`config.mk`:
```
export PLATFORM = sky130hd
export DESIGN_NAME = commit_trace_buffer
export DESIGN_NICKNAME = d
export VERILOG_FILES = /design/src/rtl/commit_trace_buffer_pkg.sv /design/src/rtl/trace_fifo.sv /design/src/rtl/commit_trace_buffer.sv
export SDC_FILE = /design/constraint.sdc
export NUM_CORES = 2
export LEC_CHECK = 0
export BUFFER_PORTS_ARGS = -buffer_cell sky130_fd_sc_hd__buf_2
export CAP_MARGIN = 10
export CORE_MARGIN = 5
export CORE_UTILIZATION = 40
export CTS_BUF_LIST = sky130_fd_sc_hd__clkbuf_2 sky130_fd_sc_hd__clkbuf_4 sky130_fd_sc_hd__clkbuf_8
export DETAILED_ROUTE_END_ITERATION = 10
export HOLD_SLACK_MARGIN = 0.15
export PLACE_DENSITY = 0.65
export SLEW_MARGIN = 0
export SYNTH_ARGS = -nofsm -noshare
export SYNTH_HDL_FRONTEND = slang
export SYNTH_SLANG_ARGS = --single-unit
```
`constraint.sdc`:
```
create_clock -name clk -period 6.4 [get_ports clk]
set_clock_uncertainty 0.15 [all_clocks]
set_input_delay 0.32 -clock clk [delete_from_list [all_inputs] [get_ports clk]]
set_output_delay 0.32 -clock clk [all_outputs]
set_load 0.005 [all_outputs]
```
`src/rtl/commit_trace_buffer_pkg.sv`:
```
// rtl/commit_trace_buffer_pkg.sv - shared state encoding and record layout for the commit trace buffer
//
// Shared by commit_trace_buffer and its bench.
//   trace_state_e  : 2-bit capture FSM encoding, visible on trace_state.
//   TRACE_*_LSB    : bit offsets of the fields in a packed trace record
//                    {pc, opcode, wr_addr, wr_data}, wr_data in the LSBs.
//                    Offsets past the data field depend on the datapath width,
//                    so they are functions of word_size.
package commit_trace_buffer_pkg;

    typedef enum logic [1:0] {
        TRACE_IDLE    = 2'd0,
        TRACE_ARMED   = 2'd1,
        TRACE_CAPTURE = 2'd2,
        TRACE_DONE    = 2'd3
    } trace_state_e;

    localparam int TRACE_DATA_LSB = 0;

    function automatic int trace_addr_lsb(input int word_size);
        return word_size;
    endfunction

    function automatic int trace_op_lsb(input int word_size);
        return word_size + 5;
    endfunction

    function automatic int trace_pc_lsb(input int word_size);
        return word_size + 11;
    endfunction

endpackage

```
`src/rtl/trace_fifo.sv`:
```
// rtl/trace_fifo.sv - parameterized synchronous show-ahead FIFO for trace records
//
// Ports:
//   clk, rst              : clock, synchronous active-high reset (empties the FIFO)
//   push, push_data       : write request and record
//   pop                   : read request; ignored while empty
//   pop_data              : head entry, valid whenever empty is low
//   full, empty, count    : status; count ranges 0..DEPTH
// A push while full is accepted only if a pop happens in the same cycle.
module trace_fifo #(
    parameter int WIDTH = 75,
    parameter int DEPTH = 16,
    localparam int AW = $clog2(DEPTH),
    localparam int CW = AW + 1
) (
    input  logic             clk,
    input  logic             rst,
    input  logic             push,
    input  logic [WIDTH-1:0] push_data,
    input  logic             pop,
    output logic [WIDTH-1:0] pop_data,
    output logic             full,
    output logic             empty,
    output logic [CW-1:0]    count
);

    logic [WIDTH-1:0] mem_q [DEPTH];
    logic [WIDTH-1:0] mem_d [DEPTH];
    logic [AW-1:0]    wr_ptr_q, wr_ptr_d;
    logic [AW-1:0]    rd_ptr_q, rd_ptr_d;
    logic [CW-1:0]    count_q, count_d;
    logic             pop_ok;
    logic             push_ok;

    always_comb begin
        mem_d    = mem_q;
        wr_ptr_d = wr_ptr_q;
        rd_ptr_d = rd_ptr_q;
        pop_ok   = pop && (count_q != '0);
        push_ok  = push && ((count_q != CW'(DEPTH)) || pop_ok);
        if (push_ok) begin
            mem_d[wr_ptr_q] = push_data;
            // DEPTH is a power of two, so the pointers wrap by overflow.
            wr_ptr_d        = wr_ptr_q + AW'(1);
        end
        if (pop_ok) begin
            rd_ptr_d = rd_ptr_q + AW'(1);
        end
        count_d = count_q + CW'(push_ok) - CW'(pop_ok);
    end

    always_ff @(posedge clk) begin
        if (rst) begin
            // Clearing storage keeps the head output at zero after reset.
            mem_q    <= '{default: '0};
            wr_ptr_q <= '0;
            rd_ptr_q <= '0;
            count_q  <= '0;
        end else begin
            mem_q    <= mem_d;
            wr_ptr_q <= wr_ptr_d;
            rd_ptr_q <= rd_ptr_d;
            count_q  <= count_d;
        end
    end

    assign pop_data = mem_q[rd_ptr_q];
    assign full     = (count_q == CW'(DEPTH));
    assign empty    = (count_q == '0);
    assign count    = count_q;

endmodule

```
`src/rtl/commit_trace_buffer.sv`:
```
// rtl/commit_trace_buffer.sv - PC-triggered commit trace capture with FIFO drain
//
// Samples the processor debug outputs into {pc, opcode, wr_addr, wr_data}
// records once prog_count matches trigger_pc after an arm pulse, for
// capture_len samples (0 = unlimited), and drains them over trace_valid/ready.
// Ports:
//   clk, rst                       : clock, synchronous active-high reset
//   arm, trigger_pc, capture_len   : capture control
//   prog_count, instr_opcode,
//   write_reg_addr, write_reg_data : processor debug inputs
//   trace_valid, trace_ready,
//   trace_data                     : show-ahead record output
//   trace_state, fifo_count        : status
//   drop_count                     : saturating drop counter, only when
//                                    TRACE_DROP_COUNT_EN is defined
module commit_trace_buffer
    import commit_trace_buffer_pkg::*;
#(
    parameter int WORD_SIZE = 32,
    parameter int DEPTH     = 16,
    parameter int CNT_W     = 16,
    localparam int REC_W    = 2 * WORD_SIZE + 11,
    localparam int FCW      = $clog2(DEPTH) + 1
) (
    input  logic                 clk,
    input  logic                 rst,
    input  logic                 arm,
    input  logic [WORD_SIZE-1:0] trigger_pc,
    input  logic [CNT_W-1:0]     capture_len,
    input  logic [WORD_SIZE-1:0] prog_count,
    input  logic [5:0]           instr_opcode,
    input  logic [4:0]           write_reg_addr,
    input  logic [WORD_SIZE-1:0] write_reg_data,
    output logic                 trace_valid,
    input  logic                 trace_ready,
    output logic [REC_W-1:0]     trace_data,
    output logic [1:0]           trace_state,
    output logic [FCW-1:0]       fifo_count
`ifdef TRACE_DROP_COUNT_EN
    ,
    output logic [CNT_W-1:0]     drop_count
`endif
);

    trace_state_e     state_q, state_d;
    logic [CNT_W-1:0] cnt_q, cnt_d;
    logic [CNT_W-1:0] cnt_inc;
    logic             attempt;
    logic             pop;
    logic             fifo_full;
    logic             fifo_empty;
    logic [REC_W-1:0] record;

    assign record  = {prog_count, instr_opcode, write_reg_addr, write_reg_data};
    assign pop     = trace_valid && trace_ready;
    assign cnt_inc = cnt_q + CNT_W'(1);

    always_comb begin
        state_d = state_q;
        cnt_d   = cnt_q;
        attempt = 1'b0;
        if (arm) begin
            // arm wins over a coincident trigger and takes no sample.
            state_d = TRACE_ARMED;
            cnt_d   = '0;
        end else begin
            case (state_q)
                TRACE_ARMED: begin
                    if (prog_count == trigger_pc) begin
                        attempt = 1'b1;
                        cnt_d   = CNT_W'(1);
                        state_d = (capture_len == CNT_W'(1)) ? TRACE_DONE : TRACE_CAPTURE;
                    end
                end
                TRACE_CAPTURE: begin
                    attempt = 1'b1;
                    cnt_d   = cnt_inc;
                    // capture_len == 0 never terminates; the counter may wrap.
                    if ((capture_len != '0) && (cnt_inc == capture_len)) begin
                        state_d = TRACE_DONE;
                    end
                end
                default: ;
            endcase
        end
    end

    always_ff @(posedge clk) begin
        if (rst) begin
            state_q <= TRACE_IDLE;
            cnt_q   <= '0;
        end else begin
            state_q <= state_d;
            cnt_q   <= cnt_d;
        end
    end

`ifdef TRACE_DROP_COUNT_EN
    logic [CNT_W-1:0] drop_q, drop_d;

    always_comb begin
        drop_d = drop_q;
        if (arm) begin
            drop_d = '0;
        end else if (attempt && fifo_full && !pop && (drop_q != '1)) begin
            drop_d = drop_q + CNT_W'(1);
        end
    end

    always_ff @(posedge clk) begin
        if (rst) begin
            drop_q <= '0;
        end else begin
            drop_q <= drop_d;
        end
    end

    assign drop_count = drop_q;
`else
    logic unused_fifo_full;
    assign unused_fifo_full = fifo_full;
`endif

    trace_fifo #(
        .WIDTH (REC_W),
        .DEPTH (DEPTH)
    ) u_fifo (
        .clk       (clk),
        .rst       (rst),
        .push      (attempt),
        .push_data (record),
        .pop       (pop),
        .pop_data  (trace_data),
        .full      (fifo_full),
        .empty     (fifo_empty),
        .count     (fifo_count)
    );

    assign trace_valid = !fifo_empty;
    assign trace_state = state_q;

endmodule

```
==> flow_summary.json <==
{
  "powerDensity_nw_per_um2": 277,
  "syn_inst": 6430,
  "drt_pass1_iterations": 6,
  "layoutNonFillerInstCount": 8187,
  "required_ns": 7.01,
  "die_h_um": 388,
  "die_area_sq_um": 151000,
  "final-hold-violation-count": 0,
  "clk_path_buf_depth": 3,
  "syn_area_sq_um": 57200,
  "yosysSeqAreaShare": 0.431,
  "placed_cells": 7716,
  "max-cap-violations": 0,
  "power_mw": 17.6,
  "nFillCells": 13262,
  "die_w_um": 388,
  "crit_chain": "dlygate4sd3_1, buf_2, xnor2_1, nand4_1, nor4_2, a21oi_4, buf_12, buf_4, o21ai_0, a21oi_1",
  "initial_utilization": 0.403,
  "max_freq_mhz": 216,
  "hold_path_class": "in -> reg",
  "num_vias": 52491,
  "root_buffer": "clkbuf_8",
  "final.setup.tns_ns": 0,
  "viasPerCell": 6.41,
  "htree_levels": 4,
  "synth_fp_nets": 6572,
  "synth-main-ff-cell": "dfxtp_1",
  "synth_edf_count": 0,
  "path_class": "in -> reg",
  "syn_to_final_growth_pct": 11.1,
  "insertion_delay_ns": 0.92,
  "hold_ws_ns": 0.213,
  "endpoint_kind": "flip-flop",
  "io_buffers": 209,
  "rsz0062_at_grt": "no",
  "period_share": 0.723,
  "ios": 210,
  "ys.warnings.count": 0,
  "critical_path.max_fanout": 260,
  "wire_per_inst_um": 25.5,
  "routed_wl_um": 209000,
  "cts_tree": "done",
  "drtAntennaViolNets": 0,
  "cellLeakagePower_nw": 19.2,
  "first_global_vias": 49055,
  "period_needed_ns": 4.63,
  "clk_pin_slew_ns": 0.06,
  "setup_violations": 0,
  "cts_buffers": 198,
  "dpl.hpwl_um": 106000,
  "grt_pass1_wl_um": 311000,
  "synth_seq_cells": 1231,
  "ir_drop_mv": 0.205,
  "final_core_util": 0.448,
  "worst_path_max_delay_cell": "nor4_2",
  "antenna_found_initial": 25,
  "crit_family": "buffers and inverters",
  "grt_max_degree": 261,
  "ys_types": 56,
  "postCtsSetupBuffers": 0,
  "path_buf_inv": 4,
  "max_stage_delay_ns": 0.82,
  "fin_nets": 6268,
  "critPathLaunchType": "input pin",
  "status": "complete, no violations",
  "drcViolationCount": 0,
  "maxSlewHeadroom": 0.142,
  "core_area_sq_um": 142000,
  "arrival_ns": 5.24,
  "grt-ovfl-total": 0,
  "worst-slew-pin-transition_ns": 1.29,
  "synth.avg_cell_area_sq_um": 8.90,
  "async_reset_ff_frac": 0,
  "rows": 138,
  "track_usage": 0.262,
  "drt_iter0_markers": 8265,
  "drive_above_1_share": 0.173,
  "cts_sinks": 1231,
  "slew_violations": 0,
  "gp_congestion": 0.799
}
Yosys cell counts, types with 2 or more instances:
library cell / count / area, sq um
a211oi_1: 2 / 15.0
a21o_1: 2 / 15.0
a21oi_1: 1210 / 6060
a311oi_1: 3 / 26.3
and2_1: 3 / 18.8
and3_1: 25 / 156
buf_1: 53 / 199
buf_2: 203 / 1020
buf_4: 65 / 488
buf_6: 2 / 22.5
clkbuf_1: 592 / 2220
dfxtp_1: 1231 / 24600
ha_1: 14 / 175
inv_1: 23 / 86.3
mux2i_1: 3 / 30.0
mux4_2: 375 / 8450
nand2_1: 6 / 22.5
nand3_1: 1226 / 6140
nand4_1: 14 / 87.6
nor2_1: 20 / 75.1
nor2b_1: 6 / 37.5
nor3_1: 14 / 70.1
nor3b_1: 5 / 37.5
nor4_1: 8 / 50.1
nor4_2: 2 / 25.0
o211ai_1: 10 / 75.1
o21ai_0: 613 / 3070
o21ai_1: 603 / 3020
o2bb2ai_1: 4 / 35.0
or2_2: 2 / 12.5
or3_1: 3 / 18.8
or4_1: 3 / 22.5
xnor2_1: 52 / 455
xor2_1: 11 / 96.3
through the flow:
stage          cell area (sq um)  setup slack (ns)
6_report                   63500              1.77
5_1_grt                    63500              2.00
4_1_cts                    63500              1.99
3_5_place_dp               58100              1.77
3_3_place_gp               58100              1.80
2_1_floorplan              57200              3.36
cell usage in the layout, fill, tap and decap left out, types with 4 or more instances in the layout:
master,netlist,routed
nand3_4,1,17
nand4_1,14,14
dfxtp_4,0,4
inv_1,23,23
nand3_1,1226,1210
clkbuf_4,0,70
xor2_1,11,11
clkinvlp_4,0,6
ha_1,14,14
nand2_1,6,6
and3_1,25,9
nor2_1,20,20
o21ai_1,603,603
buf_12,0,31
o211ai_1,10,10
dlygate4sd3_1,0,100
o21ai_0,613,613
clkbuf_8,0,262
and3_4,0,16
buf_2,203,208
buf_4,65,71
mux4_2,375,375
clkinv_2,0,12
o2bb2ai_1,4,4
xnor2_1,52,52
nor4_1,8,8
nor3b_1,5,5
nor3_1,14,14
diode_2,0,13
dfxtp_1,1231,1227
a21oi_1,1210,1210
nor2b_1,6,6
sequential cells by signal (all words and copies together) (netlist names):
| name | count |
|---|---|
| u_fifo.rd_ptr_q | 4 |
| trace_state | 2 |
| u_fifo.mem_q | 1200 |
| u_fifo.count | 5 |
| cnt_q | 16 |
| u_fifo.wr_ptr_q | 4 |
tightest hold or removal path, delay by kind of cell:
| kind | cells | cell delay [ns] |
|---|---|---|
| buf+inv | 2 | 0.75 |
| simple gates | 1 | 0.10 |
| compound gates | 1 | 0.06 |
metal layers:
metal	vias to the layer above	GRT usage	wire, um
met5	-	0	98
met3	554	0.0583	22800
li1	23027	-	-
met4	16	0.111	8780
met1	25727	0.352	81200
met2	3167	0.407	95900
logic make-up after synthesis:
kind of cell               after synthesis  share of synthesized area
AOI/OAI and AO/OA                     2460                      0.217
xor gates and xnor gates                63                    0.00965
adders and majority gates               15                    0.00341
buffers and inverters                  938                     0.0705
DFF                                   1231                      0.431
muxes                                  379                      0.148
and+or+nand+nor                       1344                      0.120
area by class of cell:
| class | instances | area, sq um | share of cell area |
|---|---|---|---|
| sequential | 1231 | 24700 | 0.388 |
| clock buffer | 332 | 4130 | 0.0650 |
| antenna | 13 | 32.5 | 0.000512 |
| clock inverter | 26 | 244 | 0.00384 |
| inverter | 23 | 86.3 | 0.00136 |
| multi-input combinational | 4261 | 28800 | 0.453 |
| timing repair buffer | 411 | 3210 | 0.0505 |
| tap | 1890 | 2360 | 0.0372 |
power breakdown:
group,switching [mW],internal [mW]
Combinational,1.52,0.836
Clock,3.25,4.17
Sequential,0.112,7.69
Total,4.89,12.7
worst paths after layout:
check,startpoint,cells past startpoint,end,slack (ns)
hold / removal,instr_opcode[2],4,u_fifo.mem_q[114],0.21
setup reg to reg,trace_state[1],9,u_fifo.mem_q[822],2.31
setup / recovery,prog_count[24],10,u_fifo.mem_q[785],1.77
hold reg to reg,u_fifo.mem_q[665],2,u_fifo.mem_q[665],0.32
what timing repair did:
item,CTS,global route
hold endpoints to repair,1230,0
hold buffers,100,0
resized for setup,0,0
Power figures use the tool's default switching activity.
